[config.mk]
export PLATFORM = sky130hd
export DESIGN_NAME = led_blink_scheduler
export DESIGN_NICKNAME = d
export VERILOG_FILES = /design/src/rtl/led_pkg.sv /design/src/rtl/rr_arbiter.sv /design/src/rtl/led_blink_scheduler.sv
export SDC_FILE = /design/constraint.sdc
export NUM_CORES = 1
export LEC_CHECK = 0
export BUFFER_PORTS_ARGS = -buffer_cell sky130_fd_sc_hd__buf_2
export CORE_MARGIN = 2
export CORE_UTILIZATION = 52
export DETAILED_ROUTE_END_ITERATION = 6
export GPL_TIMING_DRIVEN = 0
export PLACE_DENSITY = 0.78
export SLEW_MARGIN = 0
export SYNTH_ARGS = -nofsm -noshare
export SYNTH_HDL_FRONTEND = slang
export SYNTH_SLANG_ARGS = --single-unit
[constraint.sdc]
create_clock -name clk -period 2.9 [get_ports clk]
set_input_delay 0.58 -clock clk [delete_from_list [all_inputs] [get_ports clk]]
set_output_delay 0.58 -clock clk [all_outputs]
set_load 0.01 [all_outputs]
[src/rtl/led_pkg.sv]
// led_pkg: shared types and defaults for the LED blink scheduler.
package led_pkg;

  // Scheduler states: waiting, LED lit, LED dark, job finished.
  typedef enum logic [1:0] {
    IDLE = 2'd0,
    ON   = 2'd1,
    OFF  = 2'd2,
    DONE = 2'd3
  } led_state_e;

  // Default LED on-time and off-time, in clock cycles.
  localparam int HALF_PERIOD_DEFAULT = 16;

  // Largest supported number of requesters.
  localparam int NREQ_MAX = 8;

endpackage

[src/rtl/rr_arbiter.sv]
// rr_arbiter: combinational round-robin pick. The requester at index 'ptr'
// has highest priority, and priority falls with increasing index, wrapping
// modulo NREQ. The result is one-hot, or zero when nothing requests.
module rr_arbiter #(
  parameter int NREQ  = 4,
  parameter int PTR_W = 2
) (
  input  logic [NREQ-1:0]  req,
  input  logic [PTR_W-1:0] ptr,
  output logic [NREQ-1:0]  grant
);

  logic [2*NREQ-1:0] dbl_req;
  logic [2*NREQ-1:0] dbl_gnt;
  logic [NREQ-1:0]   rot_req;
  logic [NREQ-1:0]   rot_gnt;

  // Rotate so 'ptr' lands on bit 0, keep the lowest set bit, rotate back.
  always_comb begin
    dbl_req = {req, req} >> ptr;
    rot_req = dbl_req[NREQ-1:0];
    rot_gnt = rot_req & (~rot_req + NREQ'(1));
    dbl_gnt = {rot_gnt, rot_gnt} << ptr;
    grant   = dbl_gnt[2*NREQ-1:NREQ];
  end

endmodule

[src/rtl/led_blink_scheduler.sv]
// led_blink_scheduler: shares one LED among NREQ requesters. Each granted
// requester gets its latched number of blinks (HALF_PERIOD cycles on, then
// HALF_PERIOD cycles off per blink), followed by a one-cycle DONE pulse.
// Optional build macro LED_BLINK_SCHED_ABORT_EN adds input i_abort, which
// cuts a running job short and jumps to DONE.
module led_blink_scheduler
  import led_pkg::*;
#(
  parameter int NREQ        = 4,
  parameter int HALF_PERIOD = HALF_PERIOD_DEFAULT,
  parameter int CNT_W       = 4
) (
  input  logic                  clk,
  input  logic                  i_reset,
`ifdef LED_BLINK_SCHED_ABORT_EN
  input  logic                  i_abort,
`endif
  input  logic [NREQ-1:0]       i_req,
  input  logic [NREQ*CNT_W-1:0] i_count,
  output logic [NREQ-1:0]       o_grant,
  output logic                  o_busy,
  output logic                  o_done,
  output logic                  o_led
);

  localparam int PTR_W = (NREQ > 1) ? $clog2(NREQ) : 1;
  localparam int PH_W  = (HALF_PERIOD > 1) ? $clog2(HALF_PERIOD) : 1;

  localparam logic [PH_W-1:0]  PH_LAST  = PH_W'(HALF_PERIOD - 1);
  localparam logic [PTR_W-1:0] PTR_LAST = PTR_W'(NREQ - 1);

  led_state_e       state_q, state_d;
  logic [PH_W-1:0]  phase_q, phase_d;
  logic [CNT_W-1:0] rem_q,   rem_d;
  logic [NREQ-1:0]  grant_q, grant_d;
  logic [PTR_W-1:0] ptr_q,   ptr_d;

  logic [NREQ-1:0]  win;
  logic [PTR_W-1:0] win_idx;
  logic [PTR_W-1:0] win_next_ptr;
  logic [CNT_W-1:0] win_cnt;
  logic             phase_end;
  logic             abort_hit;

  rr_arbiter #(
    .NREQ  (NREQ),
    .PTR_W (PTR_W)
  ) u_rr_arbiter (
    .req   (i_req),
    .ptr   (ptr_q),
    .grant (win)
  );

`ifdef LED_BLINK_SCHED_ABORT_EN
  assign abort_hit = i_abort;
`else
  assign abort_hit = 1'b0;
`endif

  assign phase_end = (phase_q == PH_LAST);

  // Turn the one-hot winner into an index and select that requester's count.
  always_comb begin
    win_idx = '0;
    win_cnt = '0;
    for (int k = 0; k < NREQ; k++) begin
      if (win[k]) begin
        win_idx = PTR_W'(k);
        win_cnt = i_count[k*CNT_W +: CNT_W];
      end
    end
    win_next_ptr = (win_idx == PTR_LAST) ? '0 : win_idx + PTR_W'(1);
  end

  // Next-state, phase, remaining-count, grant and pointer logic.
  always_comb begin
    state_d = state_q;
    phase_d = phase_q;
    rem_d   = rem_q;
    grant_d = grant_q;
    ptr_d   = ptr_q;
    unique case (state_q)
      IDLE: begin
        if (|i_req) begin
          // Count is sampled only here; later i_count changes are ignored.
          grant_d = win;
          ptr_d   = win_next_ptr;
          rem_d   = win_cnt;
          phase_d = '0;
          state_d = (win_cnt == '0) ? DONE : ON;
        end
      end
      ON: begin
        if (abort_hit) begin
          phase_d = '0;
          rem_d   = '0;
          state_d = DONE;
        end else if (phase_end) begin
          phase_d = '0;
          state_d = OFF;
        end else begin
          phase_d = phase_q + PH_W'(1);
        end
      end
      OFF: begin
        if (abort_hit) begin
          phase_d = '0;
          rem_d   = '0;
          state_d = DONE;
        end else if (phase_end) begin
          // One blink finished; stop after the last one.
          phase_d = '0;
          rem_d   = rem_q - CNT_W'(1);
          state_d = (rem_q == CNT_W'(1)) ? DONE : ON;
        end else begin
          phase_d = phase_q + PH_W'(1);
        end
      end
      DONE: begin
        grant_d = '0;
        state_d = IDLE;
      end
      default: begin
        grant_d = '0;
        phase_d = '0;
        rem_d   = '0;
        state_d = IDLE;
      end
    endcase
  end

  // State and counter registers; reset aborts any job immediately.
  always_ff @(posedge clk or posedge i_reset) begin
    if (i_reset) begin
      state_q <= IDLE;
      phase_q <= '0;
      rem_q   <= '0;
      grant_q <= '0;
      ptr_q   <= '0;
    end else begin
      state_q <= state_d;
      phase_q <= phase_d;
      rem_q   <= rem_d;
      grant_q <= grant_d;
      ptr_q   <= ptr_d;
    end
  end

  // Outputs decode straight from registered state so reset clears them at once.
  always_comb begin
    o_grant = grant_q;
    o_busy  = (state_q != IDLE);
    o_done  = (state_q == DONE);
    o_led   = (state_q == ON);
  end

endmodule

==> results.yml <==
clock_tree:
  root_buffer: "clkbuf_4"
  clockBufferDepth: 2
  cts-htree-levels: 1
  cts.reportedPaths.clkPinSlew_ps: 100
  clkLatencyLatePin_ps: 300
  tritoncts_clock_tree: "done"
  post_cts_buffers: 0
  clock-sinks: 16
  numCtsBuffers: 3
  cts_resized: 0
  cts_hold_buffers: 0
routing:
  detail_route.first_pass.iterations: 4
  number_of_vias_per_cell_after_detailed_routing: 5.83
  detail_route.drc_violations: 0
  vias: 1206
  dr.max_layer_used: "met4"
  met1Wirelength_microns: 1270
  met2WireLength_microns: 1490
  drt_first_iter_violations: 57
  detail_route.wl_per_cell_microns: 13.9
  wl_met3_microns: 107
  routed_wl_microns: 2890
  ant_nets: 0
sta:
  final.setup.worst_slack_ps: 485
  report.final.slew_viol_count: 0
  timing.final.hold_violations: 0
  rsz0062_at_grt: "false"
  fin_worst_skew_ps: 8.18
  max_slew_margin_pct: 46.1
  finalWorstPathRequiredPeriod_ps: 2420
  setup_violations: 0
  max_freq_ghz: 0.414
  timing.setup.tns_ps: 0
  timing_worst_slew_pin_value_ps: 801
  fin_crit_sh_pct: 83.3
critical_path:
  crit-reg2reg-capture: "state_q[1]"
  cp_slowest_cell: "or4b_1"
  worst-endpoint-arrival_ps: 2640
  critical_path.endpoint: "state_q[1]"
  worstSetupStartpointType: "flop"
  worst_path_cell_trace: "nand2b_1, a221o_1, and2_4, a222oi_1, a21oi_1, or4b_1, a21oi_1"
  reg2reg_from: "ptr_q[0]"
  worstSetupEndpointType: "flop"
  timing.critical_path.required_ps: 3120
  startpoint: "ptr_q[0]"
  cpPeakStageDelay_ps: 570
  reg2reg_depth: 7
  r2r_setup_slack_ps: 480
  critical-path-top-cell-by-count: "a21oi_1"
  crit_type: "reg2reg"
  worst-path-max-fanout: 6
placement:
  io_buffer_count: 28
  place_ws_ps: 274
  detailed_place_hpwl_microns: 2310
  gp_congestion: 0.861
floorplanning:
  effective_utilization_at_floorplan_pct: 54.2
  die_y_microns: 51.5
  core-area_sq_um: 2170
  row_count: 17
  pin_count: 29
  die_footprint_sq_um: 2660
  die_width_microns: 51.5
logic_synthesis:
  synthesis.area_sq_um: 1170
  synth_simple_gate_area_share_pct: 24.1
  synth.area.mux_share_pct: 1.70
  postSynthRegisterBits: 16
  ys_top_cells_by_area: "dfrtp_1 34%, ha_1 8.5%, o21ai_0 6.8%, nor2_1 5.8%, a21oi_1 5.5%"
  post_synth_fa_ha_maj_area_fraction_pct: 8.52
  postSynth.topFlopCell: "dfrtp_1"
  syn-instance-count: 147
  synth_compound_gate_area_share_pct: 26.7
  synth_seq_area_share_pct: 34.1
  synthXorXnorAreaFrac_pct: 0
  netlist.top_cell.by_area: "dfrtp_1"
  postSynth.asyncResetShare_pct: 100
  synth.yosys.warnings: 0
  netlist.area_leader.share_pct: 34.1
  syn_area_per_cell_sq_um: 7.99
  synth_fp_nets: 177
  synth_enable_flop_cells: 0
  main_combinational_cell_family_by_area_after_synthesis: "compound AO/OA/AOI/OAI gates"
  yosys.cell_types.count: 42
pwr:
  peakVddDrop_uv: 650
  power_per_cell_area_nw_per_um2: 1060
  proportion_of_total_power_due_to_net_switching_pct: 46.6
  seq_power_share_pct: 29.1
  combPwrFrac_pct: 60.5
  power.clock.fraction_pct: 10.4
  intPower_mw: 0.782
  leakagePower_nw: 0.655
  finalPower_mw: 1.46
  net-switching-power_mw: 0.681
global_route:
  grt_max_degree: 17
  number_of_antenna_violations_at_the_first_check_in_global_routing: 0
  wire_length_of_the_first_global_routing_pass_microns: 4600
  first_global_vias: 1113
  grt_use_total_pct: 23.6
  grt-ovfl-total: 0
worst_hold_path:
  min-delay-path-class: "in2async"
finish:
  areaGrowthSynthToFinish_pct: 18.0
  antenna_cells_inserted: 0
  layout.nets: 210
  layout_cell_share_with_drive_strength_beyond_1_pct: 21.8
  final_core_utilization_pct: 63.9
flow_run:
  max_cap_viol_count: 0
run_status:
  outcome: "complete, no violations"
==> power groups by stage <==
stage                     combinational (mW)  sequential, mW  clock (mW)
final                                  0.885           0.426       0.152
after detailed placement               0.879           0.431           0
after global placement                 0.834           0.421           0
after global routing                   0.992           0.440       0.167
after floorplan                        0.660           0.420           0
after CTS                              0.881           0.426       0.156
==> cells by family after synthesis <==
family	after synthesis
simple gates	58
compound gates	49
flops	16
buf+inv	14
fa+ha+maj	8
mux	2
==> synth_stat cells (all sizes together) (2+ instances only) <==
cell    instances
ha              8
inv             9
and3            3
mux2i           2
dfrtp          16
a211oi          3
o21ai          16
and2            2
nand2b          3
nand2          14
nor2           18
nor3            5
a21oi          13
clkbuf          4
o31ai           2
a222oi          2
nand3           5
==> state kept, by name, indices dropped and copies added, names as in the netlist <==
signal and flops:
ptr_q 2, rem_q 4, o_grant 4, phase_q 4, state_q 2
==> per-stage QoR <==
step	cell area, sq um	instances	hold WS, ps
floorplan	1170	147	491
global placement	1350	203	459
detailed placement	1350	203	500
CTS	1390	207	345
global route	1390	207	384
finish	1390	207	333
==> final cells by class <==
cell class,instances,area (sq um)
Inverter,9,33.8
Fill cell,198,783
Sequential cell,16,400
Buffer,5,23.8
Tap cell,28,35.0
Clock buffer,4,36.3
Multi-Input combinational cell,117,717
Timing Repair Buffer,28,140
==> worst min path at each step <==
stage | slack, ps | depth (start not counted) | to
global route | 380 | 2 | phase_q[3]
global placement | 460 | 2 | o_grant[1]
floorplan | 490 | 1 | o_grant[0]
CTS | 350 | 2 | o_grant[1]
detailed placement | 500 | 2 | o_grant[0]
finish | 330 | 2 | o_grant[1]
==> cell usage in the layout (no fill, tap or decap), types with 5 or more instances in the layout <==
master and instances:
buf_2 28, ha_1 8, a21oi_1 13, inv_1 8, dfrtp_1 16, nor2_1 18
nand3_1 5, o21ai_0 16, nand2_1 14, nor3_1 5
==> routing by layer <==
layer / vias to the layer above / global-route usage [%]
met5: - / 0
met2: 29 / 42.5
met1: 570 / 25.9
met3: 3 / 6.90
met4: 0 / 8.77
li1: 604 / -
==> worst max-delay path, delay by kind of cell, from the launching register on <==
kind               cells  cell delay (ps)
and+or+nand+nor        3              930
DFF                    1              450
AOI/OAI and AO/OA      4              980
(Power assumes the default switching activity.)
